### src/rtl/riscv_pkg.sv
// Shared RV32I definitions: branch funct3 encodings and the 2-bit BHT
// saturating counter type with its update function.
package riscv_pkg;

  localparam logic [2:0] FUNCT3_BEQ  = 3'b000;
  localparam logic [2:0] FUNCT3_BNE  = 3'b001;
  localparam logic [2:0] FUNCT3_BLT  = 3'b100;
  localparam logic [2:0] FUNCT3_BGE  = 3'b101;
  localparam logic [2:0] FUNCT3_BLTU = 3'b110;
  localparam logic [2:0] FUNCT3_BGEU = 3'b111;

  typedef logic [1:0] bht_cnt_t;

  localparam bht_cnt_t BHT_SNT = 2'b00;
  localparam bht_cnt_t BHT_WNT = 2'b01;
  localparam bht_cnt_t BHT_WT  = 2'b10;
  localparam bht_cnt_t BHT_ST  = 2'b11;

  function automatic bht_cnt_t bht_next(input bht_cnt_t cnt, input logic taken);
    bht_cnt_t nxt;
    nxt = cnt;
    if (taken) begin
      if (cnt != BHT_ST) nxt = cnt + 2'b01;
    end else begin
      if (cnt != BHT_SNT) nxt = cnt - 2'b01;
    end
    return nxt;
  endfunction

endpackage

### src/rtl/bht_table.sv
// Bimodal table of 2-bit saturating counters: one combinational read port,
// one clocked read-modify-write training port. Reads never see a same-cycle write.
module bht_table
  import riscv_pkg::*;
#(
  parameter int       BHT_ENTRIES = 64,
  parameter bht_cnt_t CNT_INIT    = BHT_WNT,
  localparam int      IDX_W       = $clog2(BHT_ENTRIES)
) (
  input  logic             clk,
  input  logic             rst_n,
  input  logic [IDX_W-1:0] rd_idx_i,
  output bht_cnt_t         rd_cnt_o,
  input  logic             wr_en_i,
  input  logic [IDX_W-1:0] wr_idx_i,
  input  logic             wr_taken_i
);

  bht_cnt_t bht_q [BHT_ENTRIES];
  bht_cnt_t wr_cnt_d;

  assign rd_cnt_o = bht_q[rd_idx_i];
  assign wr_cnt_d = bht_next(bht_q[wr_idx_i], wr_taken_i);

  always_ff @(posedge clk or negedge rst_n) begin
    if (!rst_n) begin
      for (int i = 0; i < BHT_ENTRIES; i++) begin
        bht_q[i] <= CNT_INIT;
      end
    end else if (wr_en_i) begin
      bht_q[wr_idx_i] <= wr_cnt_d;
    end
  end

endmodule

### src/rtl/branch_predict_unit.sv
// Branch resolution, bimodal prediction, mispredict/redirect and statistics.
// Resolve and redirect are combinational; BHT and stats update on the clock edge.
module branch_predict_unit
  import riscv_pkg::*;
#(
  parameter int       XLEN        = 32,
  parameter int       BHT_ENTRIES = 64,
  parameter bht_cnt_t CNT_INIT    = 2'b01,
  parameter int       STAT_W      = 32
) (
  input  logic              clk,
  input  logic              rst_n,
  input  logic [XLEN-1:0]   if_pc,
  output logic              pred_taken,
  input  logic              ex_valid,
  input  logic              ex_stall,
  input  logic              ex_branch,
  input  logic [2:0]        ex_funct3,
  input  logic [XLEN-1:0]   ex_rs1,
  input  logic [XLEN-1:0]   ex_rs2,
  input  logic [XLEN-1:0]   ex_pc,
  input  logic [XLEN-1:0]   ex_target,
  input  logic              ex_pred_taken,
  output logic              ex_taken,
  output logic              mispredict,
  output logic [XLEN-1:0]   redirect_pc,
  output logic [STAT_W-1:0] stat_branches,
  output logic [STAT_W-1:0] stat_mispredicts
);

  localparam int IDX_W = $clog2(BHT_ENTRIES);

  logic              funct3_legal;
  logic              cond_true;
  logic              resolve;
  logic              train;
  logic              op_eq;
  logic              op_lt_s;
  logic              op_lt_u;
  bht_cnt_t          if_cnt;
  logic [STAT_W-1:0] stat_br_q, stat_br_d;
  logic [STAT_W-1:0] stat_mp_q, stat_mp_d;
  logic              unused_if_pc_bits;

  // Only the word-index bits of the fetch PC address the table.
  assign unused_if_pc_bits = ^{if_pc[XLEN-1:IDX_W+2], if_pc[1:0]};

  bht_table #(
    .BHT_ENTRIES(BHT_ENTRIES),
    .CNT_INIT   (CNT_INIT)
  ) u_bht (
    .clk       (clk),
    .rst_n     (rst_n),
    .rd_idx_i  (if_pc[IDX_W+1:2]),
    .rd_cnt_o  (if_cnt),
    .wr_en_i   (train),
    .wr_idx_i  (ex_pc[IDX_W+1:2]),
    .wr_taken_i(ex_taken)
  );

  assign pred_taken = if_cnt[1];

  assign op_eq   = (ex_rs1 == ex_rs2);
  assign op_lt_s = ($signed(ex_rs1) < $signed(ex_rs2));
  assign op_lt_u = (ex_rs1 < ex_rs2);

  always_comb begin
    funct3_legal = 1'b1;
    cond_true    = 1'b0;
    unique case (ex_funct3)
      FUNCT3_BEQ:  cond_true = op_eq;
      FUNCT3_BNE:  cond_true = !op_eq;
      FUNCT3_BLT:  cond_true = op_lt_s;
      FUNCT3_BGE:  cond_true = !op_lt_s;
      FUNCT3_BLTU: cond_true = op_lt_u;
      FUNCT3_BGEU: cond_true = !op_lt_u;
      default:     funct3_legal = 1'b0;
    endcase
  end

  assign resolve    = ex_valid & ex_branch & funct3_legal;
  assign ex_taken   = resolve & cond_true;
  assign mispredict = resolve & (ex_taken != ex_pred_taken);
  // A stalled branch keeps flagging its mispredict but trains and counts only once it leaves the stall.
  assign train      = resolve & !ex_stall;

  always_comb begin
    redirect_pc = '0;
    if (mispredict) begin
      redirect_pc = ex_taken ? ex_target : (ex_pc + XLEN'(4));
    end
  end

  always_comb begin
    stat_br_d = stat_br_q;
    stat_mp_d = stat_mp_q;
    if (train) begin
      if (stat_br_q != '1) stat_br_d = stat_br_q + STAT_W'(1);
      if (mispredict && (stat_mp_q != '1)) stat_mp_d = stat_mp_q + STAT_W'(1);
    end
  end

  always_ff @(posedge clk or negedge rst_n) begin
    if (!rst_n) begin
      stat_br_q <= '0;
      stat_mp_q <= '0;
    end else begin
      stat_br_q <= stat_br_d;
      stat_mp_q <= stat_mp_d;
    end
  end

  assign stat_branches    = stat_br_q;
  assign stat_mispredicts = stat_mp_q;

endmodule

### config.mk
export PLATFORM = sky130hd
export DESIGN_NAME = branch_predict_unit
export DESIGN_NICKNAME = d
export VERILOG_FILES = /design/src/rtl/riscv_pkg.sv /design/src/rtl/bht_table.sv /design/src/rtl/branch_predict_unit.sv
export SDC_FILE = /design/constraint.sdc
export NUM_CORES = 1
export LEC_CHECK = 0
export CAP_MARGIN = 40
export CELL_PAD_IN_SITES_DETAIL_PLACEMENT = 0
export CELL_PAD_IN_SITES_GLOBAL_PLACEMENT = 2
export CORE_MARGIN = 2
export CORE_UTILIZATION = 30
export DETAILED_ROUTE_END_ITERATION = 10
export GPL_TIMING_DRIVEN = 0
export PLACE_DENSITY_LB_ADDON = 0.1
export SYNTH_ARGS = -nofsm -noshare
export SYNTH_HDL_FRONTEND = slang
export SYNTH_SLANG_ARGS = --single-unit
### constraint.sdc
create_clock -name clk -period 4.6 [get_ports clk]
set_input_delay 0.46 -clock clk [delete_from_list [all_inputs] [get_ports clk]]
set_output_delay 0.46 -clock clk [all_outputs]
set_load 0.05 [all_outputs]
==> results by group <==
Route
  – Wire per inst: 19.77 um
  – Vias per inst: 5.067
  – Antenna Nets Post-Route: 0
  – Final WL: 38820 um
  – Detailed-route via count: 9951
  – First-pass DRT Iterations: 4
  – DRC violations left: 0
  – Initial DRC Count: 536

Global route
  – Grt ovf: 0
  – Initial antenna violation count: 3
  – First-pass GRT wire length: 60550 um
  – Largest net degree at the start of global routing: 110
  – Vias in the first global route: 10.12k
  – Global Route Usage Sum: 20.63%

STA
  – Clock Skew: 0.01320 ns
  – Final setup vio count: 0
  – Max Transition Viols Final: 0
  – Relative max-transition margin: 42.04%
  – Clock period minus worst slack: 4.437 ns
  – Unrepaired setup endpoints after global routing: yes
  – Hold Fails Final Rpt: 0
  – Final WS setup: 0.1632 ns
  – Upper clock frequency limit: 225.4 MHz
  – Final hold slack: 0.02839 ns
  – Slew at the pin closest to its max-slew limit: 0.8695 ns
  – Tcrit/Tclk final: 96.45%
  – TNS Setup: 0 ns

Critical path
  – Crit path required time: 4.14 ns
  – CP Launch Type: input port
  – CP max FO: 10
  – WP data arrival: 3.98 ns
  – CP Capture Type: output pin
  – Crit Path Class: input port to output pin

Placement
  – Pre-CTS setup slack: -1.049 ns
  – Dpl cells: 1920
  – Hpwl dp: 28370 um
  – RD Place Congestion: 0.7905
  – Buffers on Ports: 238
  – Area of placed instances: 14140 sq um

Floorplanning
  – IO Count: 268
  – Starting Density: 30.28%
  – Row count: 70
  – Die Width: 195.8 um
  – Die height: 195.8 um
  – Placeable Area: 36430 sq um
  – Die ar.: 38330 sq um

Clock tree
  – Hold-fix buffers at CTS: 0
  – CTS Buffer Depth: 2
  – Num CTS Buffers: 17
  – Worst-skew pair later-pin latency: 0.44 ns
  – Clock tree sinks: 192
  – CTS tree: yes
  – Clock transition at the registers of the reported paths: 0.07 ns
  – Root Driver: clkbuf_16
  – CTS H-tree depth: 4

Logic synthesis
  – Syn Nets: 1404
  – Largest cells by area after synthesis: dfrtp_1 (29%), dfstp_2 (15%), nand2_1 (8.2%)
  – Syn_area_per_cell: 9.194 sq um
  – Primary FF master, synth: dfrtp_1
  – Ys async rst share: 100.0%
  – Yosys cell types: 58
  – Share of the synthesized area in the top cell type: 29.03%
  – Most common cell in the synthesized netlist: nand2_1
  – Synth area leader: dfrtp_1
  – Sequential area share after synthesis: 44.27%
  – Post-Syn Area: 11030 sq um
  – Flops & latches, synth: 192
  – Mapped Cells: 1200
  – Number of synthesized flops with an enable pin: 0
  – Post-synth top cells: nand2_1 (240), dfrtp_1 (128), o21ai_0 (125)
  – Warning count from the yosys run: 0

Finish
  – Area grow syn2layout: 36.21%
  – Filler cell count: 3692
  – Finished Cell Area: 15030 sq um
  – Layout net count: 1686
  – Finished Layout Cells: 1964
  – Final core utilization: 41.25%
  – Share of layout cells above drive strength 1: 17.39%

Outcome
  – Status: finished clean

Power and ir drop
  – Maximum vdd ir drop: 0.0002551 V
  – PwrDens: 270.6 nW/um^2
  – Power Total: 4.066 mW
  – Leak Pwr: 5.961 nW

Job
  – Max_cap viols: 0

Worst hold path
  – HP Class: input port to async pin
[report_power, final]
| part | leakage [nW] | internal (mW) | switching (mW) | total [mW] |
|---|---|---|---|---|
| Clock | 0.283 | 0.787 | 0.705 | 1.49 |
| Combinational | 3.26 | 0.322 | 0.460 | 0.782 |
| Sequential | 2.41 | 1.73 | 0.0587 | 1.79 |
[layout by cell type (no fill, tap or decap), types with 6 or more instances in the layout]
cell type        netlist  layout
a21oi_1               22      22
nor3_1                16      15
nand4_1               38      38
o21ai_1                6       7
nand3_1               41      40
mux4_2                21      21
dfstp_2               64      64
clkdlybuf4s50_1        0     203
buf_1                 11      11
xnor2_1               54      52
xor2_1                38      38
and2_1                11      11
clkbuf_2              11      15
buf_4                  1      39
nor2_1                63      63
a22oi_1               65      65
o21ai_0              125     124
dfrtp_1              128     128
clkbuf_16              0      17
buf_6                  1      19
ha_1                  35      33
nand2_1              240     240
clkbuf_1              25      21
buf_2                 12      12
a211oi_2               0      25
and3_1                20      20
inv_1                 44      43
inv_6                  0       6
and4_1                 9       9
[repair_timing]
action,4_1_cts,5_1_grt
buffers inserted,4,7
pin swaps,4,10
setup endpoints to repair,34,35
gates resized for setup,216,97
[sequential cells by signal, indices dropped and copies added (netlist names)]
name / flops
stat_branches: 32
stat_mispredicts: 32
u_bht.bht_q: 128
[critical path, stage by stage]
cell and delay (ns):
clkdlybuf4s50_1 0.48, inv_2 0.05, ha_4 0.27, nand4_1 0.13, buf_4 0.17, nor4_4 0.37
nand3_2 0.15, xnor2_2 0.15, a221o_1 0.36, a211oi_4 0.31, xnor2_2 0.17, buf_4 0.15
nand2b_1 0.06, buf_6 0.15, buf_12 0.15, a211oi_4 0.21, buf_6 0.19
[final cells by class]
| cell class | count | area (sq um) | area share, % |
|---|---|---|---|
| Antenna cell | 1 | 2.502 | 0.01665 |
| Buffer | 61 | 322.8 | 2.148 |
| Clock buffer | 19 | 452.9 | 3.014 |
| Clock inverter | 13 | 125.1 | 0.8326 |
| Inverter | 44 | 165.2 | 1.099 |
| Multi-Input combinational cell | 903 | 5946 | 39.56 |
| Sequential cell | 192 | 4885 | 32.50 |
| Tap cell | 468 | 585.6 | 3.896 |
| Timing Repair Buffer | 263 | 2544 | 16.93 |
[worst paths after layout]
check                                     from              endpoint  slack (ns)  cells past startpoint
min reg2reg                   u_bht.bht_q[122]      u_bht.bht_q[122]        0.46                      2
max in group asynchronous                rst_n     stat_branches[14]        3.51                      2
min in group clk              u_bht.bht_q[122]      u_bht.bht_q[122]        0.46                      2
max reg2reg                stat_mispredicts[2]  stat_mispredicts[21]        1.32                     10
max                                 ex_rs2[31]        redirect_pc[9]        0.16                     17
min                                      rst_n        u_bht.bht_q[1]        0.03                      1
[layer usage]
layer,GRT usage (%),up-vias,wire (um),share of wire [%]
met4,4.545,4,604,1.6
met1,27.88,4847,17750,46
met5,0,-,27,0.070
met2,34.01,239,18490,48
li1,-,4819,-,-
met3,4.452,42,1947,5.0
[cell families after synthesis]
| kind of cell | count (synthesis) | share of synthesized area (%) |
|---|---|---|
| AO/OA/AOI/OAI | 269 | 15.06 |
| adder cells (fa/ha/maj) | 36 | 4.071 |
| flip-flops | 192 | 44.27 |
| buffers and inverters | 105 | 3.935 |
| XOR/XNOR | 93 | 7.451 |
| multiplexers | 28 | 4.978 |
| AND/OR/NAND/NOR | 477 | 20.23 |
Note: power is estimated with default switching activity, not from simulation.
